===== src/rtl/stochastic_neuron_core.sv =====
// Single-neuron stochastic core: saturating 12-bit accumulator, PWL sigmoid, 8-bit LFSR, Bernoulli sampler.
// Latency: accumulator/LFSR update each edge; prob_out combinational from acc; sample result one edge after request.
// Backpressure: none; every request is accepted and each sample request yields exactly one sample_valid pulse.
module stochastic_neuron_core #(
    parameter logic [11:0] INF  = 12'h7FF,
    parameter logic [7:0]  SEED = 8'd32
) (
    input  logic        clock,
    input  logic        reset,
    input  logic        load_valid,
    input  logic [11:0] load_value,
    input  logic        add_valid,
    input  logic [11:0] add_value,
    input  logic        sample,
    output logic [11:0] acc_out,
    output logic [7:0]  prob_out,
    output logic [7:0]  rnd_out,
    output logic        sample_valid,
    output logic        sample_bit
);

    // An all-zero LFSR state would lock up, so a zero seed is replaced by 1.
    localparam logic [7:0] SEED_EFF = (SEED == 8'd0) ? 8'h01 : SEED;

    // Saturation bounds expressed at the 13-bit sum width.
    localparam logic signed [12:0] POS_LIM = $signed({1'b0, INF});
    localparam logic signed [12:0] NEG_LIM = -$signed({1'b0, INF});

    logic [11:0] acc_q, acc_d;
    logic [7:0]  lfsr_q, lfsr_d;
    logic        sample_valid_q, sample_valid_d;
    logic        sample_bit_q, sample_bit_d;

    logic signed [12:0] sum13;
    logic [11:0]        sat_sum;
    logic [11:0]        acc_abs;
    logic [8:0]         y_mag;
    logic [8:0]         y_sgn;
    logic [7:0]         prob;
    logic               lfsr_fb;

    // Accumulator next state: load beats add; the sum is widened one bit so overflow can be clamped.
    always_comb begin
        sum13   = $signed({acc_q[11], acc_q}) + $signed({add_value[11], add_value});
        sat_sum = sum13[11:0];
        if (sum13 > POS_LIM) begin
            sat_sum = POS_LIM[11:0];
        end else if (sum13 < NEG_LIM) begin
            sat_sum = NEG_LIM[11:0];
        end

        acc_d = acc_q;
        if (load_valid) begin
            acc_d = load_value;
        end else if (add_valid) begin
            acc_d = sat_sum;
        end
    end

    // Piecewise-linear sigmoid on |acc| (8 fraction bits), mirrored about 128 for negative inputs.
    always_comb begin
        // Unsigned magnitude; -2048 maps to 2048 (12'h800) without wrapping.
        acc_abs = acc_q[11] ? (~acc_q + 12'd1) : acc_q;

        if (acc_abs >= 12'd1280) begin
            y_mag = 9'd256;
        end else if (acc_abs >= 12'd608) begin
            y_mag = {2'b00, acc_abs[11:5]} + 9'd216;
        end else if (acc_abs >= 12'd256) begin
            y_mag = acc_abs[11:3] + 9'd160;
        end else begin
            y_mag = {3'b000, acc_abs[7:2]} + 9'd128;
        end

        y_sgn = acc_q[11] ? (9'd256 - y_mag) : y_mag;

        // 256 does not fit in 8 bits; it saturates to 255.
        prob = y_sgn[8] ? 8'hFF : y_sgn[7:0];
    end

    // Fibonacci LFSR, x^8+x^6+x^5+x^4+1, free-running every clock.
    always_comb begin
        lfsr_fb = lfsr_q[7] ^ lfsr_q[5] ^ lfsr_q[4] ^ lfsr_q[3];
        lfsr_d  = {lfsr_q[6:0], lfsr_fb};
    end

    // Bernoulli sample from the pre-edge probability and random value; bit holds between requests.
    always_comb begin
        sample_valid_d = sample;
        sample_bit_d   = sample_bit_q;
        if (sample) begin
            sample_bit_d = (prob > lfsr_q);
        end
    end

    // State registers; reset clears everything and discards any in-flight sample.
    always_ff @(posedge clock or posedge reset) begin
        if (reset) begin
            acc_q          <= 12'd0;
            lfsr_q         <= SEED_EFF;
            sample_valid_q <= 1'b0;
            sample_bit_q   <= 1'b0;
        end else begin
            acc_q          <= acc_d;
            lfsr_q         <= lfsr_d;
            sample_valid_q <= sample_valid_d;
            sample_bit_q   <= sample_bit_d;
        end
    end

    assign acc_out      = acc_q;
    assign prob_out     = prob;
    assign rnd_out      = lfsr_q;
    assign sample_valid = sample_valid_q;
    assign sample_bit   = sample_bit_q;

endmodule


===== config.mk =====
export PLATFORM = sky130hd
export DESIGN_NAME = stochastic_neuron_core
export DESIGN_NICKNAME = d
export VERILOG_FILES = /design/src/rtl/stochastic_neuron_core.sv
export SDC_FILE = /design/constraint.sdc
export NUM_CORES = 1
export LEC_CHECK = 0
export ABC_AREA = 0
export CAP_MARGIN = 5
export CORE_AREA = 2 2 72 101
export DETAILED_ROUTE_END_ITERATION = 8
export DIE_AREA = 0 0 74 103
export PLACE_DENSITY = 0.78
export SETUP_SLACK_MARGIN = 0.02
export SLEW_MARGIN = 20
export SYNTH_ARGS = -nofsm -noshare
export SYNTH_HDL_FRONTEND = slang
export SYNTH_SLANG_ARGS = --single-unit

===== constraint.sdc =====
create_clock -name clock -period 6.1 [get_ports clock]
set_input_delay 1.83 -clock clock [delete_from_list [all_inputs] [get_ports clock]]
set_output_delay 1.83 -clock clock [all_outputs]
set_load 0.05 [all_outputs]

==> impl_metrics.toml, run 1 <==
[critical_path]
endpoint_kind = "output port"
critPathKind = "flip-flop to output port"
crit_top_cell = "ha_4"
crit_fanout = 7
crit_required_ns = 4.27
cpMaxStageDelayCell = "or4b_4"
cpPeakStageDelay_ns = 0.48
crit_arrival_ns = 4.24
path_cells = "inv_4 -> ha_4 -> or4b_4 -> o41ai_4 -> xnor2_2 -> clkinv_2 -> ha_4 -> inv_4 -> or4_1 -> and3_4 -> o211ai_4 -> a41oi_4 -> buf_12 -> o211ai_1 -> ha_4 -> o21ai_4 -> o21ai_2 -> mux2i_4 -> buf_12"
crit_path_start_kind = "flip-flop"

[clocking]
cts_buffer_depth = 2
h-tree-depth = 1
clock_latency_ns = 0.27
clk_pin_slew_ns = 0.08
clockRootBuffer = "clkbuf_8"
clock-sinks = 22
cts_inserted_buffers = 3
cts_tree = "yes"

[floorplanning]
initial_core_util_pct = 42.31
io-pin-count = 59
die-area_sq_um = 7622
die_width_microns = 74
std_cell_rows = 36
dieHeight_microns = 103
core-area_sq_um = 6802

[grt]
antenna_found_initial = 0
gr-usage-met2_pct = 45.54
use_met1_pct = 23.53
use_met3_pct = 1.955
top_usage_layer = "met2"
grtUsageTotal_pct = 22.80
grt_pass1_vias = 2982
grt_start_max_net_pins = 30
grt-ovfl-total = 0
grt_pass1_wl_microns = 13670

[cells_and_area]
final_common_cell = "clkdlybuf4s50_1"
drive_gt1_share_pct = 26.44
fin_util_pct = 61.48
fin_nets = 493
syn_to_final_growth_pct = 45.30
fin_cells = 530
antennaDiodeCount = 0
most-common-layout-cells = "clkdlybuf4s50_1, buf_4, nand2_1"

[sta]
clock.fmax_mhz = 164.8
holdWs_ns = 0.4090
setup_viol = 0
skew_ns = 0.001727
hold_violations = 0
tightest_slew_ns = 0.8617
period_share_pct = 99.45
period_needed_ns = 6.066
drv_slew = 0
fin_ws_ns = 0.03385
max-slew-margin-rel_pct = 42.38
rsz0062_at_grt = "yes"

[route]
vias_per_cell = 5.738
drt-wirelength-per-cell_microns = 16.09
firstDrtPassIters = 4
wl_microns = 8527
drt_iter0_drc = 153
vias = 3041
ant_nets = 0
post-route-drc-count = 0

[power]
power_density_nw_per_um2 = 492.4
leakagePower_nw = 1.640
ir_drop_v = 0.0003486

[placement]
place.gp.congestion = 0.9844
pre_cts_ws_ns = 0.07245
place_inst = 509
hpwl_microns = 6869
portBuffers = 58

[yosys]
yosysTopAreaCellShare_pct = 18.26
synth_fp_nets = 405
async_flop_share_pct = 100.0
synth.distinct_cells = 78
synth_cells = 348
synthFlopType = "dfrtp_1"
ys_ff_latch = 22
synth-edff-count = 0
yosys.area.top_type = "dfrtp_1"
seq_area_frac_synth_pct = 19.17
synth_area_sq_um = 2878
syn_area_per_cell_sq_um = 8.269
synth.yosys.warnings = 0
synth_area_leaders = "dfrtp_1, ha_1, xnor2_1, a21oi_1, o21ai_0"

[run]
maxCapViolations = 0

[hold_path]
holdCritPathClass = "flip-flop to flip-flop"

[outcome]
status = "finished clean"
[cells by family (layout without fill, tap and decap cells)]
family                     Yosys count  after routing  share of synthesized area [%]
buffers and inverters               38            125                          6.000
and+or+nand+nor                    108            108                          20.17
xor gates and xnor gates            25             25                          7.609
muxes                                9              9                          3.391
DFF                                 22             22                          19.17
AOI/OAI and AO/OA                  118            118                          31.22
adders and majority gates           28             28                          12.43
[final cells by class]
| cell class | instances | area (sq um) |
|---|---|---|
| clock buffers | 3 | 41.29 |
| clock inverters | 1 | 30.03 |
| fillers | 589 | 2620 |
| inverters | 23 | 100.1 |
| multi-input cells | 288 | 2392 |
| flip-flops and latches | 22 | 555.5 |
| well taps | 95 | 118.9 |
| repair buffers | 98 | 943.4 |
[synth_stat cells (4+ instances only)]
cell type  instances
o211ai_1           8
nand3_1            8
or4_1              4
inv_1             22
o31ai_1            4
clkbuf_1           7
and3_1             4
dfrtp_1           21
a21o_1             6
nand2_1           28
nor3b_1            7
xor2_1             9
mux2i_1            6
xnor2_1           16
nor2b_1            7
nand2b_1           9
o21ai_0           24
nor2_1            19
nor3_1             4
a21oi_1           26
ha_1              27
[metal layers]
layer	vias to the layer above	share of wire, %	routed length, microns
met2	103	56	4762
met3	27	3.4	290
met4	0	3.9	330
li1	1474	-	-
met5	-	0	0
met1	1437	37	3143
[report_power, final]
group	leakage (nW)	total, mW	internal, mW	switching [mW]
logic	1.33	1.73	0.763	0.962
registers	0.270	0.196	0.168	0.0282
clock network	0.0357	0.138	0.0878	0.0505
[final timing paths]
check,startpoint,depth (start not counted),slack (ns),endpoint
min in group asynchronous,reset,2,2.01,acc_out[3]$_DFFE_PP0P_
setup reg to reg,acc_out[1]$_DFFE_PP0P_,29,0.64,sample_bit$_DFFE_PP0P_
hold / removal,rnd_out[1]$_DFF_PP0_,0,0.41,rnd_out[2]$_DFF_PP0_
hold reg to reg,rnd_out[1]$_DFF_PP0_,0,0.41,rnd_out[2]$_DFF_PP0_
setup / recovery,acc_out[1]$_DFFE_PP0P_,19,0.03,prob_out[6]
max in group asynchronous,reset,2,3.54,acc_out[1]$_DFFE_PP0P_
[flip-flops by register name, summed over array words and instances, names as in the netlist]
register	flops
rnd_out	8
sample_valid	1
acc_out	12
sample_bit	1
[worst max-delay path, delay by kind of cell, from the launching register on]
kind                       cells  cell delay [ns]
muxes                          1             0.31
AOI/OAI and AO/OA              6             1.00
buffers and inverters          5             0.51
adders and majority gates      3             0.51
and+or+nand+nor                3             1.08
xor gates and xnor gates       1             0.11
DFF                            1             0.43
[repair_timing]
item / 4_1_cts / 5_1_grt
hold endpoints to repair: 0 / 0
resized for setup: 9 / 13
pin swaps: 9 / 8
endpoints found under the setup margin: 8 / 8
gates cloned: 0 / 0
setup buffers: 9 / 8
hold buffers: 0 / 0
[per-stage QoR]
| stage | power [mW] | cell area (sq um) | setup TNS, ns |
|---|---|---|---|
| 2_1_floorplan | 1.289 | 3062 | -1.042 |
| 5_1_grt | 2.186 | 4182 | -0.4491 |
| 4_1_cts | 1.964 | 4070 | 0 |
| 3_5_place_dp | 1.735 | 3890 | 0 |
| 6_report | 2.059 | 4182 | 0 |
| 3_3_place_gp | 1.706 | 3890 | 0 |
Power figures use the tool's default switching activity.
==> run 2, diff against run 1 <==
- GPL_TIMING_DRIVEN: unset -> 1
- PLACE_DENSITY: 0.78 -> unset
- PLACE_DENSITY_LB_ADDON: unset -> 0.05
==> run 2 against run 1 <==
Effect of this change:
- cell area fell by 0.30%
- sequential power barely moved
- power is 1.6% lower
- sequential cell count unchanged
- combinational power hardly changed
- fmax up 0.35%
- clock power is essentially flat
- critical path depth up 1
- via count decreased by 2.0%
- sequential share of layout area hardly changed
- critical path type unchanged
- largest power group unchanged
==> impl_metrics.toml, run 2 (same netlist as run 1, synthesis figures left out) <==
[placement]
portBuffers = 58
place.gp.congestion = 0.8712
hpwl_microns = 6980
dpl_cell_area_sq_um = 3892

[sta]
clock.fmax_mhz = 165.4
period_share_pct = 99.10
drv_slew = 0
max-slew-margin-rel_pct = 42.65
hold_violations = 0
period_needed_ns = 6.045
setup_viol = 0
rsz0062_at_grt = "yes"
tightest_slew_ns = 0.8491
skew_ns = 0.001018
holdWs_ns = 0.4066

[route]
wl_microns = 8562
drt-wirelength-per-cell_microns = 16.15
vias_per_cell = 5.621
post-route-drc-count = 0
ant_nets = 0
firstDrtPassIters = 4
vias = 2979
drt_iter0_drc = 116

[clocking]
cts_inserted_buffers = 3
cts_buffer_depth = 2
clockRootBuffer = "clkbuf_8"
clk_pin_slew_ns = 0.08
h-tree-depth = 1
clock-sinks = 22
cts_tree = "yes"
clock_latency_ns = 0.26

[power]
power_density_nw_per_um2 = 486.1
leakagePower_nw = 1.637
ir_drop_v = 0.0002690

[floorplanning]
io-pin-count = 59
dieHeight_microns = 103
die-area_sq_um = 7622
initial_core_util_pct = 42.31
die_width_microns = 74
std_cell_rows = 36
core-area_sq_um = 6802

[cells_and_area]
final_common_cell = "clkdlybuf4s50_1"
antennaDiodeCount = 0
most-common-layout-cells = "clkdlybuf4s50_1, buf_4, nand2_1"
fin_nets = 493
drive_gt1_share_pct = 25.98
largest_reg_flops = 12
finalInstanceArea_sq_um = 4169
syn_to_final_growth_pct = 44.87

[run]
maxCapViolations = 0

[critical_path]
crit_path_start_kind = "flip-flop"
cpMaxStageDelayCell = "or4b_4"
path_cells = "inv_4 -> ha_4 -> or4b_4 -> o41ai_4 -> xnor2_2 -> clkinv_2 -> ha_4 -> inv_2 -> or4_1 -> and3_4 -> o211ai_4 -> a41oi_4 -> a21bo_2 -> and2_4 -> inv_4 -> ha_4 -> a31oi_4 -> a21oi_1 -> mux2i_4 -> buf_12"
crit_top_cell = "ha_4"
r2r_setup_slack_ns = 0.49
critPathKind = "flip-flop to output port"
cpPeakStageDelay_ns = 0.47
crit-reg2reg-launch = "acc_out[1]$_DFFE_PP0P_"
cp_num_buf_inv = 5
crit_fanout = 7
endpoint_kind = "output port"
crit_family = "simple AND/OR/NAND/NOR gates"
crit_required_ns = 4.27
reg2regPathDepth = 30
reg2reg_to = "sample_bit$_DFFE_PP0P_"
crit_arrival_ns = 4.21

[grt]
grtUsageTotal_pct = 22.14
antenna_found_initial = 0
grt_start_max_net_pins = 27
grt_pass1_wl_microns = 12990
grt-ovfl-total = 0
grt_pass1_vias = 2844

[hold_path]
holdPathStages = 0
min_from = "rnd_out[1]$_DFF_PP0_"
holdCritPathClass = "flip-flop to flip-flop"
min_to = "rnd_out[2]$_DFF_PP0_"

[outcome]
status = "finished clean"
## run 2: power breakdown
part | switching, mW | leakage [nW] | internal (mW)
registers | 0.0277 | 0.270 | 0.167
logic | 0.959 | 1.33 | 0.737
clock network | 0.0473 | 0.0357 | 0.0877
total | 1.03 | 1.64 | 0.993
## run 2: final cells by class
cell class                      instances  area, sq um
Fill cell                             629         2633
Multi-Input combinational cell        288         2401
Timing Repair Buffer                   98        929.6
Sequential cell                        22        555.5
Tap cell                               95        118.9
Inverter                               23        92.59
Clock buffer                            3        41.29
Clock inverter                          1        30.03
## run 2: worst max-delay path by stage
stage | endpoint | cells after the start | startpoint
finish | prob_out[4] | 20 | acc_out[1]$_DFFE_PP0P_
global route | prob_out[0] | 19 | acc_out[1]$_DFFE_PP0P_
detailed placement | prob_out[5] | 19 | acc_out[1]$_DFFE_PP0P_
CTS | prob_out[6] | 19 | acc_out[1]$_DFFE_PP0P_
floorplan | prob_out[4] | 19 | acc_out[1]$_DFFE_PP0P_
global placement | prob_out[5] | 19 | acc_out[1]$_DFFE_PP0P_
## run 2: through the flow
stage,util [%],setup WS [ns],setup TNS (ns),cells,total power [mW]
after floorplan,-,-0.2178,-1.042,348,1.289
after global placement,57.23,0.1428,0,511,1.730
after detailed placement,57.23,0.03776,0,511,1.739
final,61.30,0.05506,0,530,2.026
after CTS,59.11,0.02174,0,520,1.917
after global routing,61.30,-0.1164,-0.6790,530,2.157
## run 2: layer usage
layer / wire length [microns] / track usage [%]
met4: 339 / 9.930
met5: 0 / 0
met3: 163 / 1.369
met2: 4949 / 44.71
met1: 3110 / 22.34
## run 2: what timing repair did
| item | 4_1_cts | 5_1_grt |
|---|---|---|
| endpoints found under the hold margin | 0 | 0 |
| setup buffers | 5 | 10 |
| hold buffers | 0 | 0 |
| endpoints found under the setup margin | 8 | 8 |
| resized for setup | 5 | 15 |
| pin swaps | 7 | 4 |
==> run 3, diff against run 2 <==
- CTS_CLUSTER_SIZE: unset -> 14
==> results of run 3 <==
No change in the layout: final DEF, timing and power equal those of run 2.
